<file path="src/rtl/cpu_pkg.sv">
`default_nettype none
// +----------------------------------------------------------------------+
// | Module      : cpu_pkg                                                |
// | Description : Shared definitions for the multi-cycle CPU sequencer:  |
// |               stage state encoding and inter-stage bus widths.       |
// | Ports       : none (package)                                         |
// | Revision    : 1.0 - initial release                                  |
// +----------------------------------------------------------------------+
package cpu_pkg;

   localparam int ID_EXE_W  = 150;
   localparam int EXE_MEM_W = 106;

   localparam int c_state_w = 3;
   typedef logic [c_state_w-1:0] state_t;

   // The encoding is visible on the stage output, so the values are fixed.
   localparam state_t c_st_idle = 3'd0;
   localparam state_t c_st_if   = 3'd1;
   localparam state_t c_st_id   = 3'd2;
   localparam state_t c_st_exe  = 3'd3;
   localparam state_t c_st_mem  = 3'd4;
   localparam state_t c_st_wb   = 3'd5;
   localparam state_t c_st_halt = 3'd6;

   // True for the states in which an instruction is in flight.
   function automatic logic is_active_stage(input state_t s);
      return (s >= c_st_if) && (s <= c_st_wb);
   endfunction

endpackage
`default_nettype wire

</file>
<file path="src/rtl/stage_sequencer_if.sv">
`default_nettype none
// +----------------------------------------------------------------------+
// | Module      : stage_sequencer_if                                     |
// | Description : Handshake and bus bundle between the stage sequencer   |
// |               and the pipeline stages.                               |
// | Ports       : master - sequencer side (drives valids, bus regs)      |
// |               slave  - datapath side (drives overs, cancel, buses)   |
// | Revision    : 1.0 - initial release                                  |
// +----------------------------------------------------------------------+
interface stage_sequencer_if #(
   parameter int ID_EXE_W  = cpu_pkg::ID_EXE_W,
   parameter int EXE_MEM_W = cpu_pkg::EXE_MEM_W
);

   logic                 IF_over;
   logic                 ID_over;
   logic                 EXE_over;
   logic                 MEM_over;
   logic                 WB_over;
   logic                 cancel;
   logic                 halt_req;
   logic [ID_EXE_W-1:0]  ID_EXE_bus;
   logic [EXE_MEM_W-1:0] EXE_MEM_bus;

   logic                 IF_valid;
   logic                 ID_valid;
   logic                 EXE_valid;
   logic                 MEM_valid;
   logic                 WB_valid;
   logic [ID_EXE_W-1:0]  ID_EXE_bus_r;
   logic [EXE_MEM_W-1:0] EXE_MEM_bus_r;

   modport master (
      input  IF_over, ID_over, EXE_over, MEM_over, WB_over,
      input  cancel, halt_req, ID_EXE_bus, EXE_MEM_bus,
      output IF_valid, ID_valid, EXE_valid, MEM_valid, WB_valid,
      output ID_EXE_bus_r, EXE_MEM_bus_r
   );

   modport slave (
      output IF_over, ID_over, EXE_over, MEM_over, WB_over,
      output cancel, halt_req, ID_EXE_bus, EXE_MEM_bus,
      input  IF_valid, ID_valid, EXE_valid, MEM_valid, WB_valid,
      input  ID_EXE_bus_r, EXE_MEM_bus_r
   );

endinterface
`default_nettype wire

</file>
<file path="src/rtl/stage_watchdog.sv">
`default_nettype none
// +----------------------------------------------------------------------+
// | Module      : stage_watchdog                                         |
// | Description : Counts cycles spent in one pipeline stage and raises a |
// |               sticky error once the limit is reached.                |
// | Ports       : clk, reset       - clock, async active-high reset      |
// |               state_changed    - sequencer leaves its state this edge|
// |               active           - sequencer is in IF..WB              |
// |               err              - sticky stall error                  |
// | Revision    : 1.0 - initial release                                  |
// +----------------------------------------------------------------------+
module stage_watchdog #(
   parameter int WATCHDOG_CYCLES = 255
) (
   input  wire logic clk,
   input  wire logic reset,
   input  wire logic state_changed,
   input  wire logic active,
   output logic      err
);

   generate
      if (WATCHDOG_CYCLES > 0) begin : g_wd_on
         localparam int c_cnt_w = $clog2(WATCHDOG_CYCLES + 1);
         localparam logic [c_cnt_w-1:0] c_limit = c_cnt_w'(WATCHDOG_CYCLES);
         localparam logic [c_cnt_w-1:0] c_one   = c_cnt_w'(1);

         logic [c_cnt_w-1:0] r_cnt;
         logic               r_err;
         logic               w_hold;

         // Counting only continues while the sequencer stays put in a live stage.
         assign w_hold = active && !state_changed;

         always_ff @(posedge clk or posedge reset) begin
            if (reset) begin
               r_cnt <= '0;
               r_err <= 1'b0;
            end else begin
               if (!w_hold) begin
                  r_cnt <= '0;
               end else if (r_cnt != c_limit) begin
                  r_cnt <= r_cnt + c_one;
               end
               // Flag on the same edge the counter lands on the limit.
               if (w_hold && (r_cnt == (c_limit - c_one))) begin
                  r_err <= 1'b1;
               end
            end
         end

         assign err = r_err;
      end else begin : g_wd_off
         logic w_unused;
         assign w_unused = &{1'b0, clk, reset, state_changed, active};
         assign err      = 1'b0;
      end
   endgenerate

endmodule
`default_nettype wire

</file>
<file path="src/rtl/stage_sequencer.sv">
`default_nettype none
// +----------------------------------------------------------------------+
// | Module      : stage_sequencer                                        |
// | Description : Central controller of the multi-cycle CPU. Walks one   |
// |               instruction through IF/ID/EXE/MEM/WB, owns the ID->EXE |
// |               and EXE->MEM bus registers, handles cancel and halt,   |
// |               counts retired instructions and watches for stalls.    |
// | Ports       : clk, reset    - clock, async active-high reset         |
// |               bus (master)  - stage overs/valids, cancel, halt_req,  |
// |                               input buses and registered buses       |
// |               stage         - current state encoding                 |
// |               halted        - high while in HALT                     |
// |               inst_retired  - one-cycle pulse per retirement         |
// |               retire_count  - retired instruction count (wraps)      |
// |               watchdog_err  - sticky stall error                     |
// | Revision    : 1.0 - initial release                                  |
// +----------------------------------------------------------------------+
module stage_sequencer #(
   parameter int ID_EXE_W        = cpu_pkg::ID_EXE_W,
   parameter int EXE_MEM_W       = cpu_pkg::EXE_MEM_W,
   parameter int WATCHDOG_CYCLES = 255
) (
   input  wire logic         clk,
   input  wire logic         reset,
   stage_sequencer_if.master bus,
   output logic [2:0]        stage,
   output logic              halted,
   output logic              inst_retired,
   output logic [31:0]       retire_count,
   output logic              watchdog_err
);

   import cpu_pkg::*;

   state_t               r_state;
   state_t               w_state_nxt;
   logic [ID_EXE_W-1:0]  r_id_exe_bus;
   logic [EXE_MEM_W-1:0] r_exe_mem_bus;
   logic [31:0]          r_retire_count;
   logic                 r_inst_retired;
   logic                 w_retire;
   logic                 w_cap_id_exe;
   logic                 w_cap_exe_mem;
   logic                 w_state_changed;
   logic                 w_active;

   // ---------------------------------------------------------------- FSM
   always_ff @(posedge clk or posedge reset) begin
      if (reset) begin
         r_state <= c_st_idle;
      end else begin
         r_state <= w_state_nxt;
      end
   end

   // cancel is checked before the stage's own over so a flush always wins.
   always_comb begin
      w_state_nxt = r_state;
      case (r_state)
         c_st_idle: w_state_nxt = c_st_if;
         c_st_if: begin
            if (bus.cancel)       w_state_nxt = c_st_if;
            else if (bus.IF_over) w_state_nxt = c_st_id;
         end
         c_st_id: begin
            if (bus.cancel)       w_state_nxt = c_st_if;
            else if (bus.ID_over) w_state_nxt = c_st_exe;
         end
         c_st_exe: begin
            if (bus.cancel)        w_state_nxt = c_st_if;
            else if (bus.EXE_over) w_state_nxt = c_st_mem;
         end
         c_st_mem: begin
            if (bus.cancel)        w_state_nxt = c_st_if;
            else if (bus.MEM_over) w_state_nxt = c_st_wb;
         end
         c_st_wb: begin
            if (bus.cancel)       w_state_nxt = c_st_if;
            else if (bus.WB_over) w_state_nxt = bus.halt_req ? c_st_halt : c_st_if;
         end
         c_st_halt: begin
            if (!bus.halt_req) w_state_nxt = c_st_if;
         end
         default: w_state_nxt = c_st_idle;
      endcase
   end

   always_comb begin
      bus.IF_valid  = (r_state == c_st_if);
      bus.ID_valid  = (r_state == c_st_id);
      bus.EXE_valid = (r_state == c_st_exe);
      bus.MEM_valid = (r_state == c_st_mem);
      bus.WB_valid  = (r_state == c_st_wb);
      halted        = (r_state == c_st_halt);
      stage         = r_state;
   end

   // ------------------------------------------------ bus regs and retire
   assign w_retire      = (r_state == c_st_wb)  && bus.WB_over  && !bus.cancel;
   assign w_cap_id_exe  = (r_state == c_st_id)  && bus.ID_over  && !bus.cancel;
   assign w_cap_exe_mem = (r_state == c_st_exe) && bus.EXE_over && !bus.cancel;

   always_ff @(posedge clk or posedge reset) begin
      if (reset) begin
         r_id_exe_bus   <= '0;
         r_exe_mem_bus  <= '0;
         r_retire_count <= 32'd0;
         r_inst_retired <= 1'b0;
      end else begin
         if (w_cap_id_exe) begin
            r_id_exe_bus <= bus.ID_EXE_bus;
         end
         if (w_cap_exe_mem) begin
            r_exe_mem_bus <= bus.EXE_MEM_bus;
         end
         r_inst_retired <= w_retire;
         if (w_retire) begin
            r_retire_count <= r_retire_count + 32'd1;
         end
      end
   end

   assign bus.ID_EXE_bus_r  = r_id_exe_bus;
   assign bus.EXE_MEM_bus_r = r_exe_mem_bus;
   assign inst_retired      = r_inst_retired;
   assign retire_count      = r_retire_count;

   // ------------------------------------------------------------ watchdog
   assign w_state_changed = (w_state_nxt != r_state);
   assign w_active        = is_active_stage(r_state);

   stage_watchdog #(
      .WATCHDOG_CYCLES (WATCHDOG_CYCLES)
   ) u_watchdog (
      .clk           (clk),
      .reset         (reset),
      .state_changed (w_state_changed),
      .active        (w_active),
      .err           (watchdog_err)
   );

endmodule
`default_nettype wire

</file>
<file path="src/flat_wrapper.sv">
// flat-port wrapper written by rule: the top's interface ports become plain ports
module stage_sequencer_flat import cpu_pkg::*;
#(
   parameter int ID_EXE_W        = cpu_pkg::ID_EXE_W,
   parameter int EXE_MEM_W       = cpu_pkg::EXE_MEM_W,
   parameter int WATCHDOG_CYCLES = 255
)
  (clk, reset, stage, halted, inst_retired, retire_count, watchdog_err, bus_IF_over, bus_ID_over, bus_EXE_over, bus_MEM_over, bus_WB_over, bus_cancel, bus_halt_req, bus_ID_EXE_bus, bus_EXE_MEM_bus, bus_IF_valid, bus_ID_valid, bus_EXE_valid, bus_MEM_valid, bus_WB_valid, bus_ID_EXE_bus_r, bus_EXE_MEM_bus_r);
  stage_sequencer_if #(.ID_EXE_W(ID_EXE_W), .EXE_MEM_W(EXE_MEM_W)) bus_i ();
  input  wire logic clk;
  input  wire logic reset;
  output logic [2:0] stage;
  output logic halted;
  output logic inst_retired;
  output logic [31:0] retire_count;
  output logic watchdog_err;
  input wire logic [$bits(bus_i.IF_over)-1:0] bus_IF_over;
  input wire logic [$bits(bus_i.ID_over)-1:0] bus_ID_over;
  input wire logic [$bits(bus_i.EXE_over)-1:0] bus_EXE_over;
  input wire logic [$bits(bus_i.MEM_over)-1:0] bus_MEM_over;
  input wire logic [$bits(bus_i.WB_over)-1:0] bus_WB_over;
  input wire logic [$bits(bus_i.cancel)-1:0] bus_cancel;
  input wire logic [$bits(bus_i.halt_req)-1:0] bus_halt_req;
  input wire logic [$bits(bus_i.ID_EXE_bus)-1:0] bus_ID_EXE_bus;
  input wire logic [$bits(bus_i.EXE_MEM_bus)-1:0] bus_EXE_MEM_bus;
  output wire logic [$bits(bus_i.IF_valid)-1:0] bus_IF_valid;
  output wire logic [$bits(bus_i.ID_valid)-1:0] bus_ID_valid;
  output wire logic [$bits(bus_i.EXE_valid)-1:0] bus_EXE_valid;
  output wire logic [$bits(bus_i.MEM_valid)-1:0] bus_MEM_valid;
  output wire logic [$bits(bus_i.WB_valid)-1:0] bus_WB_valid;
  output wire logic [$bits(bus_i.ID_EXE_bus_r)-1:0] bus_ID_EXE_bus_r;
  output wire logic [$bits(bus_i.EXE_MEM_bus_r)-1:0] bus_EXE_MEM_bus_r;
  assign bus_i.IF_over = bus_IF_over;
  assign bus_i.ID_over = bus_ID_over;
  assign bus_i.EXE_over = bus_EXE_over;
  assign bus_i.MEM_over = bus_MEM_over;
  assign bus_i.WB_over = bus_WB_over;
  assign bus_i.cancel = bus_cancel;
  assign bus_i.halt_req = bus_halt_req;
  assign bus_i.ID_EXE_bus = bus_ID_EXE_bus;
  assign bus_i.EXE_MEM_bus = bus_EXE_MEM_bus;
  assign bus_IF_valid = bus_i.IF_valid;
  assign bus_ID_valid = bus_i.ID_valid;
  assign bus_EXE_valid = bus_i.EXE_valid;
  assign bus_MEM_valid = bus_i.MEM_valid;
  assign bus_WB_valid = bus_i.WB_valid;
  assign bus_ID_EXE_bus_r = bus_i.ID_EXE_bus_r;
  assign bus_EXE_MEM_bus_r = bus_i.EXE_MEM_bus_r;
  stage_sequencer #(.ID_EXE_W(ID_EXE_W), .EXE_MEM_W(EXE_MEM_W), .WATCHDOG_CYCLES(WATCHDOG_CYCLES)) u_core (.clk(clk), .reset(reset), .bus(bus_i), .stage(stage), .halted(halted), .inst_retired(inst_retired), .retire_count(retire_count), .watchdog_err(watchdog_err));
endmodule
</file>
<file path="config.mk">
export PLATFORM = sky130hd
export DESIGN_NAME = stage_sequencer_flat
export DESIGN_NICKNAME = d
export VERILOG_FILES = /design/src/rtl/cpu_pkg.sv /design/src/rtl/stage_sequencer_if.sv /design/src/rtl/stage_watchdog.sv /design/src/rtl/stage_sequencer.sv /design/src/flat_wrapper.sv
export SDC_FILE = /design/constraint.sdc
export NUM_CORES = 1
export LEC_CHECK = 0
export ABC_AREA = 1
export CAP_MARGIN = 20
export CORE_AREA = 2 2 222 224
export DETAILED_ROUTE_END_ITERATION = 8
export DIE_AREA = 0 0 224 226
export GPL_TIMING_DRIVEN = 0
export HOLD_SLACK_MARGIN = 0.06
export PLACE_DENSITY = 0.62
export SLEW_MARGIN = 5
export SYNTH_ARGS = -nofsm -noshare
export SYNTH_HDL_FRONTEND = slang
export SYNTH_SLANG_ARGS = --single-unit
</file>
<file path="constraint.sdc">
create_clock -name clk -period 11.1 [get_ports clk]
set_clock_uncertainty 0.1 [all_clocks]
set_input_delay 2.22 -clock clk [delete_from_list [all_inputs] [get_ports clk]]
set_output_delay 2.22 -clock clk [all_outputs]
set_load 0.005 [all_outputs]
</file>
# Yosys cells after proc, flatten, opt, wreduce, memory -nomap -nowiden
# Index checks and enable logic that the tools add are counted.
[op_classes] muxes=15 n_reduce_logical=12 eq_ne=10 n_addsub=2 order_cmp=2
[op_table] operator="3-bit 2-to-1 mux" n=12
[op_table] operator="32-bit by 1-bit adder with 32-bit output (second input constant)" n=1
[op_table] operator="3-bit case mux with 7 select lines" n=1
[op_table] operator="8-bit 2-to-1 mux" n=2
[op_table] operator="3-bit equality test (second input constant)" n=3
[op_table] operator="1-bit logical AND" n=9
[op_table] operator="8-bit by 1-bit adder with 8-bit output (second input constant)" n=1
[op_table] operator="8-bit equality test (second input constant)" n=1
[op_table] operator="8-bit != test (second input constant)" n=1
[op_table] operator="3-bit by 2-bit equality test with 1-bit output (second input constant)" n=2
[op_table] operator="3-bit by 1-bit equality test with 1-bit output (second input constant)" n=1
[op_table] operator="3-bit by 1-bit greater-or-equal comparator with 1-bit output (second input constant)" n=1
[op_table] operator="3-bit <= comparator (second input constant)" n=1
[op_table] operator="3-bit logical NOT" n=1
[op_table] operator="3-bit != test" n=1
[op_table] operator="1-bit logical NOT" n=2
[op_table] operator="2-bit by 1-bit != test with 1-bit output (second input constant)" n=1
[word_totals] inputBits=265 elab_cells=48 regBits=301

# Longest topological paths before layout
# Gate-level depths: netlist of run 1.
[depth] word_depth=8 depth_mapped=12 depth_no_buf=11

# Cells and area by module
# From an unflattened synthesis of run 1, not the netlist that was laid out.
[hier_totals] hier_cells=924 area_unflattened_um2=12762.2
[by_module_without_submodules] mod="stage_sequencer" cells_each=851 area_each_um2=12209.2 n_inst=1
[by_module_without_submodules] mod="stage_watchdog" cells_each=73 area_each_um2=553.0 n_inst=1

# Worst setup path before layout of run 1
# OpenSTA, ideal clock, no wires.
[synth_timing] path_kind="input-to-reg" from="input bus_cancel" to="register u_core.r_id_exe_bus[0], in the netlist u_core.bus.ID_EXE_bus_r[0]" setup_slack_ns=7.727 arrival_ns=3.148 setup_time_ns=0.125 stages=7 cell_sequence="nor2_2 inv_2 nor2_2 nand2_2 buf_6 buf_6 mux2_4"
[synth_between] elab_chain_len=2
[synth_lines] item="start: declaration" line="flat_wrapper.sv:22" rtl="input wire logic [$bits(bus_i.cancel)-1:0] bus_cancel;"
[synth_lines] item="1-bit logical NOT" line="stage_sequencer.sv:100" rtl="assign w_cap_id_exe = (r_state == c_st_id) && bus.ID_over && !bus.cancel;"
[synth_lines] item="1-bit logical AND" line="stage_sequencer.sv:100"
[synth_lines] item="end signal: assignment" line="stage_sequencer.sv:111" rtl="r_id_exe_bus <= bus.ID_EXE_bus;"
[synth_lines] item="end: declaration" line="stage_sequencer.sv:37" rtl="logic [ID_EXE_W-1:0] r_id_exe_bus;"
# No other way between the ends.
# A chain may end at the register's enable or synchronous reset.

# Worst setup path after layout of run 1
[layout_timing] from="register u_core.r_state[2], in the netlist u_core.stage[2]" to="output bus_EXE_valid"
[layout_between] elab_chain_len=1
[layout_lines] item="start: declaration" line="stage_sequencer.sv:35" rtl="state_t r_state;"
[layout_lines] item="start signal: assignment" line="stage_sequencer.sv:50" rtl="r_state <= c_st_idle;"
[layout_lines] item="start signal: assignment" line="stage_sequencer.sv:52" rtl="r_state <= w_state_nxt;"
[layout_lines] item="3-bit by 2-bit equality test with 1-bit output" line="stage_sequencer.sv:91" rtl="bus.EXE_valid = (r_state == c_st_exe);"
[layout_lines] item="end: declaration" line="flat_wrapper.sv:28" rtl="output wire logic [$bits(bus_i.EXE_valid)-1:0] bus_EXE_valid;"
# No other way between the ends.

==> key figures, run 1 <==
Die
  – Core area: 48300 um^2
  – Number of cell rows: 81
  – Initial core utilization: 26.3%
  – Die Area: 50600 um^2
  – Ports: 564
  – Die Ht: 226 um
  – DIE WIDTH: 224 um

Setup path
  – Worst Setup Path Type: reg2out
  – Worst reg2reg setup slack: 8640 ps
  – Crit path max fanout: 9
  – Element type at the critical path end: output pin
  – CP startpoint kind: register
  – Crit path max-delay cell type: clkdlybuf4s50_1
  – Most common cell type on the critical path: inv_2
  – Crit path DAT: 1980 ps
  – Crit-path max cell delay: 540 ps
  – Req. time, crit path: 8780 ps
  – Worst-path cell chain: buf_4 -> inv_2 -> nand3_2 -> inv_2 -> clkdlybuf4s50_1

Synth
  – Post-synth EDFFs: 0
  – YS warnings: 0
  – FF+latch count, synth: 301
  – Top post-synthesis cells by area: dfrtp_1, mux2_4, nand2_1
  – Post-synthesis sequential area ratio: 59.4%
  – Most area-hungry cell type in the Yosys netlist: dfrtp_1
  – Synth Flop Type: dfrtp_1
  – Cells after Synth: 1106
  – Unique cell type count in the Yosys netlist: 35
  – Mapped Avg Cell Area: 11.5 um^2
  – Syn_nets: 1374
  – Post-Syn Area: 12700 um^2
  – Async set or reset register ratio after synthesis: 100%
  – Yosys top cell area share: 59.4%

Hold path
  – Worst hold-check path type: reg2reg

Route
  – Met3 wire len: 3.51 mm
  – Routed len/inst: 17.7 um
  – Vias per cell: 4.27
  – Met1 wire length: 16.6 mm
  – Drt initial violations: 553
  – DR vias: 10071
  – Top sig layer: met5
  – Routed Wire Length: 41.6 mm
  – DRC Markers: 0
  – Drt pass-1 iters: 4
  – Routed Antenna Nets: 0
  – Met2 routed WL: 20.6 mm

Clocking
  – CTS-repair resized insts: 0
  – Skew-Pair Late Insertion Delay: 530 ps
  – Clk pin slew, worst setup/hold paths: 60 ps
  – Clock tree buffer depth: 3
  – CTS tree: built
  – H-tree levels: 2
  – Root Driver: clkbuf_16
  – Clk sinks: 301
  – Number of buffers created by CTS: 36
  – Post-CTS repair timing setup buffer count: 0
  – Count of hold-fix buffers inserted at cts: 0

Finish
  – Synth-to-layout area growth: 60.7%
  – # diodes: 0
  – Post-layout instance area: 20400 um^2
  – Final Util: 42.2%
  – NumNets Final: 1977
  – Most frequent cells in the layout: clkdlybuf4s50_1, nand2_1, dfrtp_1
  – Most common cell after layout, fill and taps aside: clkdlybuf4s50_1
  – Share of cells above drive strength 1: 16.3%

Placement
  – Placed cell area: 19200 um^2
  – Dpl hpwl: 31.9 mm
  – I/O Buffers: 563
  – GPL Wtd Cong: 0.831

STA
  – Setup violations, final: 0
  – Tcrit/Tclk final: 38.8%
  – RSZ-0062 raised after global routing: no
  – Fmax: 0.232 GHz
  – Max-slew violations: 0
  – Slew margin rel.: 55.8%
  – TNS Setup: 0 ps
  – Final hold vios: 0
  – Slew @ Worst Pin: 664 ps
  – Post-layout min period: 4300 ps

GRT
  – Largest net degree at the start of global routing: 122
  – Initial antenna violation count: 1
  – Total Routing Usage GR: 15.9%
  – First-pass GRT wire length: 62.2 mm
  – Vias in the first global route: 10344
  – GRT Residual Overflow: 0

Run status
  – Status: finished, final reports clean

Flow run
  – Max-Cap Viols: 0

Pwr
  – Leak pwr: 9.73 nW
  – Pwr/cell area: 246 nW/um^2
  – VDD IR max: 121 uV
[state kept, by name, summed over array words and instances (netlist names)]
signal,flops
u_core.bus.EXE_MEM_bus_r,106
u_core.bus.ID_EXE_bus_r,150
u_core.inst_retired,1
u_core.retire_count,32
u_core.stage,3
u_core.u_watchdog.err,1
u_core.u_watchdog.g_wd_on.r_cnt,8
[routing by layer]
layer | up-vias | global-route usage [%]
met3 | 52 | 5.52
met4 | 2 | 4.17
li1 | 4726 | -
met2 | 391 | 27.7
met1 | 4900 | 18.7
met5 | - | 0
[cells by family after synthesis]
kind of cell	count (synthesis)	synth area share, %
AND/OR/NAND/NOR	510	17.4
multiplexers	151	16.3
buffers and inverters	95	3.81
flip-flops	301	59.4
XOR/XNOR	30	2.07
AO/OA/AOI/OAI	16	0.710
adder cells (fa/ha/maj)	3	0.296
[cells in the mapped netlist, types with 5 or more instances]
cell / instances
nand2_2: 7
nand2_1: 394
xor2_1: 21
inv_2: 6
nand4_1: 7
mux2_2: 50
dfrtp_1: 301
inv_1: 47
buf_6: 12
o21ai_0: 9
mux2_4: 100
buf_4: 5
nand3_1: 20
clkbuf_1: 12
xnor2_1: 9
nor2_1: 41
nor3_1: 9
buf_2: 12
nor2_2: 12
[worst max-delay path: cells and delay by family, from the launching register on]
family	cells	cell delay, ps
buffers and inverters	4	930
flip-flops	1	390
AND/OR/NAND/NOR	1	130
[final cells by class]
cell class | count | area [um^2]
flip-flops and latches | 301 | 7530
inverters | 54 | 213
clock inverters | 10 | 156
clock buffers | 54 | 1070
fillers | 4614 | 27900
multi-input cells | 710 | 4680
well taps | 622 | 778
plain buffers | 41 | 278
repair buffers | 565 | 5690
[through the flow]
step                hold slack (ps)  setup WS (ps)  std cells  power (W)
floorplan                       357            462       1106    0.00252
global placement                353          -3610       2291    0.00379
detailed placement              357           6220       2293    0.00382
CTS                             371           6750       2357    0.00508
global route                    382           6680       2357    0.00529
finish                          367           6800       2357    0.00501
[power breakdown]
group          internal (W)  switching (W)
clock              0.000758       0.000467
combinational       0.00128       0.000670
sequential          0.00156       0.000270
total               0.00360        0.00141
[final timing paths]
check / start / end / cells after the start
worst min-delay path: u_core.bus.EXE_MEM_bus_r[82] / u_core.bus.EXE_MEM_bus_r[82] / 2
max in group asynchronous: reset / u_core.bus.ID_EXE_bus_r[36] / 3
min in group asynchronous: reset / u_core.bus.ID_EXE_bus_r[78] / 2
worst min register to register: u_core.bus.EXE_MEM_bus_r[82] / u_core.bus.EXE_MEM_bus_r[82] / 2
worst max-delay path: u_core.stage[2] / bus_EXE_valid / 5
worst max register to register: u_core.stage[2] / u_core.bus.EXE_MEM_bus_r[26] / 9
No activity file was read; power rests on OpenSTA's default activity.
==> run 2: changes to the inputs <==
- clock period: 11.1 -> 3.5 ns (I/O delays scaled with it)
==> run 2 against run 1 <==
Effect of this change: register-to-register slack worse by 7400 ps; critical endpoint is now bus_MEM_valid; sequential cell count stayed put; first-iteration DRC count is 28% lower; power grew to 3.2 times the previous value; global-route usage is 1.3 points higher; sequential power grew to 3.2 times the previous value; clock power grew to 3.2 times the previous value; worst hold slack worse by 1.5 ps; cell count is 0.34% higher; sequential share of layout area is 0.20 points lower; count of clock-buffer cells in the layout is 2 lower; cell area is 0.55% higher; critical path type unchanged.
==> key figures, run 2 (synthesis gave the netlist of run 1 again) <==
Clocking
  – Post-CTS repair timing setup buffer count: 0
  – H-tree levels: 2
  – CTS-repair resized insts: 0
  – Clk pin slew, worst setup/hold paths: 50 ps
  – CTS tree: built
  – Clk sinks: 301
  – Count of hold-fix buffers inserted at cts: 0
  – Skew-Pair Late Insertion Delay: 540 ps
  – Root Driver: clkbuf_16
  – Clock tree buffer depth: 3
  – Number of buffers created by CTS: 36

Setup path
  – Worst-path cell chain: buf_4 -> inv_4 -> nand2_1 -> nor2_1 -> clkdlybuf4s50_1
  – Worst reg2reg setup slack: 1250 ps
  – Crit path DAT: 1970 ps
  – Crit path max-delay cell type: clkdlybuf4s50_1
  – CP startpoint kind: register
  – Worst reg2reg endpoint: u_core.bus.EXE_MEM_bus_r[88]
  – FF-to-FF path depth: 7
  – Worst Setup Path Type: reg2out
  – Crit-path leading delay family: buffers and inverters
  – Element type at the critical path end: output pin
  – Crit path max fanout: 10
  – Crit path from: u_core.stage[1]
  – R2r startpoint: u_core.stage[2]
  – Crit-path max cell delay: 550 ps
  – Buffers & Inverters on Critical Path: 3
  – Req. time, crit path: 2700 ps

Run status
  – Status: finished, final reports clean

Die
  – Die Ht: 226 um
  – Die Area: 50600 um^2
  – Ports: 564
  – Number of cell rows: 81
  – Initial core utilization: 26.3%
  – Core area: 48300 um^2
  – DIE WIDTH: 224 um

Pwr
  – VDD IR max: 348 uV
  – NetSw: 0.00465 W
  – Combinational power share: 39.5%
  – Pwr/cell area: 783 nW/um^2
  – Pint: 0.0114 W
  – Sw Ratio: 29.0%
  – Flop pwr share: 36.3%
  – Power share of the clock group: 24.3%
  – Leak pwr: 9.77 nW

GRT
  – Largest net degree at the start of global routing: 40
  – First-pass GRT wire length: 66.0 mm
  – GRT Residual Overflow: 0
  – Total Routing Usage GR: 17.2%
  – Vias in the first global route: 10636
  – Initial antenna violation count: 7

STA
  – Slew @ Worst Pin: 640 ps
  – Tcrit/Tclk final: 79.3%
  – Max-slew violations: 0
  – Final hold vios: 0
  – TNS Setup: 0 ps
  – RSZ-0062 raised after global routing: no
  – Post-layout min period: 2770 ps
  – Setup violations, final: 0
  – Slew margin rel.: 57.3%
  – Fmax: 0.360 GHz

Hold path
  – Worst hold-check path type: reg2reg
  – Hold path start: u_core.bus.EXE_MEM_bus_r[74]
  – WHS Endpoint: u_core.bus.EXE_MEM_bus_r[74]
  – Hold Crit Depth: 2

Finish
  – Most common cell after layout, fill and taps aside: clkdlybuf4s50_1
  – NumNets Final: 1984
  – Post-layout instance area: 20500 um^2
  – Multi-input gate area: 4680 um^2
  – FF+latch area: 7530 um^2
  – Share of cells above drive strength 1: 16.5%
  – Synth-to-layout area growth: 61.6%
  – Fill count: 4656
  – Most frequent cells in the layout: clkdlybuf4s50_1, nand2_1, dfrtp_1
  – Max reg flops: 150
  – Final Util: 42.4%

Route
  – DRC Markers: 0
  – Routed Antenna Nets: 0
  – Routed Wire Length: 44.6 mm
  – Routed len/inst: 18.9 um
  – Drt pass-1 iters: 6
  – Drt initial violations: 399
  – DR vias: 10073
  – Vias per cell: 4.26

Placement
  – I/O Buffers: 563
  – Placed cell area: 19300 um^2
  – GPL Wtd Cong: 0.878
  – Dpl hpwl: 34.8 mm

Flow run
  – Max-Cap Viols: 0
-- run 2: changes by cell type in the layout (fill, tap and decap cells not counted), moves of 2 or more --
| cell | delta |
|---|---|
| buf_16 | -2 |
| inv_6 | +2 |
| clkbuf_8 | -2 |
| diode_2 | +2 |
| buf_12 | +9 |
-- run 2: power by group through the flow --
stage | sequential, W | combinational, W | clock (W)
after global routing | 0.00600 | 0.00678 | 0.00414
final | 0.00582 | 0.00633 | 0.00390
after CTS | 0.00582 | 0.00645 | 0.00402
after global placement | 0.00579 | 0.00632 | 0
after detailed placement | 0.00586 | 0.00640 | 0
after floorplan | 0.00590 | 0.00209 | 0
-- run 2: how the worst max path moves through the flow --
stage,endpoint,slack (ps),cells after the start
after floorplan,u_core.bus.EXE_MEM_bus_r[0],-1300,1
after global placement,u_core.bus.ID_EXE_bus_r[58],-3700,2
after detailed placement,u_core.bus.EXE_MEM_bus_r[88],230,7
after CTS,bus_MEM_valid,680,5
after global routing,bus_MEM_valid,630,4
final,bus_MEM_valid,730,5
-- run 2: layer usage --
layer	vias to the layer above	wire length, um	global-route usage (%)
met5	-	69	0
met4	10	1930	8.43
met3	90	4210	6.57
met2	406	21800	29.3
met1	4830	16600	18.9
li1	4737	-	-
-- run 2: cell type report --
cell class	count	share of cell area, %
plain buffers	41	1.35
well taps	622	3.80
inverters	54	1.02
diodes	2	0.0244
clock inverters	11	0.824
clock buffers	52	5.08
repair buffers	572	28.4
multi-input cells	710	22.8
flip-flops and latches	301	36.7
-- run 2: metrics by stage --
stage,cells,setup WS [ps],hold slack [ps],power (W)
global route,2365,625,384,0.0169
floorplan,1106,-1300,357,0.00799
CTS,2363,677,372,0.0163
detailed placement,2300,226,357,0.0123
global placement,2291,-3700,354,0.0121
finish,2365,726,366,0.0160
-- run 2: tightest hold or removal path, stage by stage (launching register included) --
cell	delay, ps
dfrtp_1	340
nand2_1	50
nand2_1	40
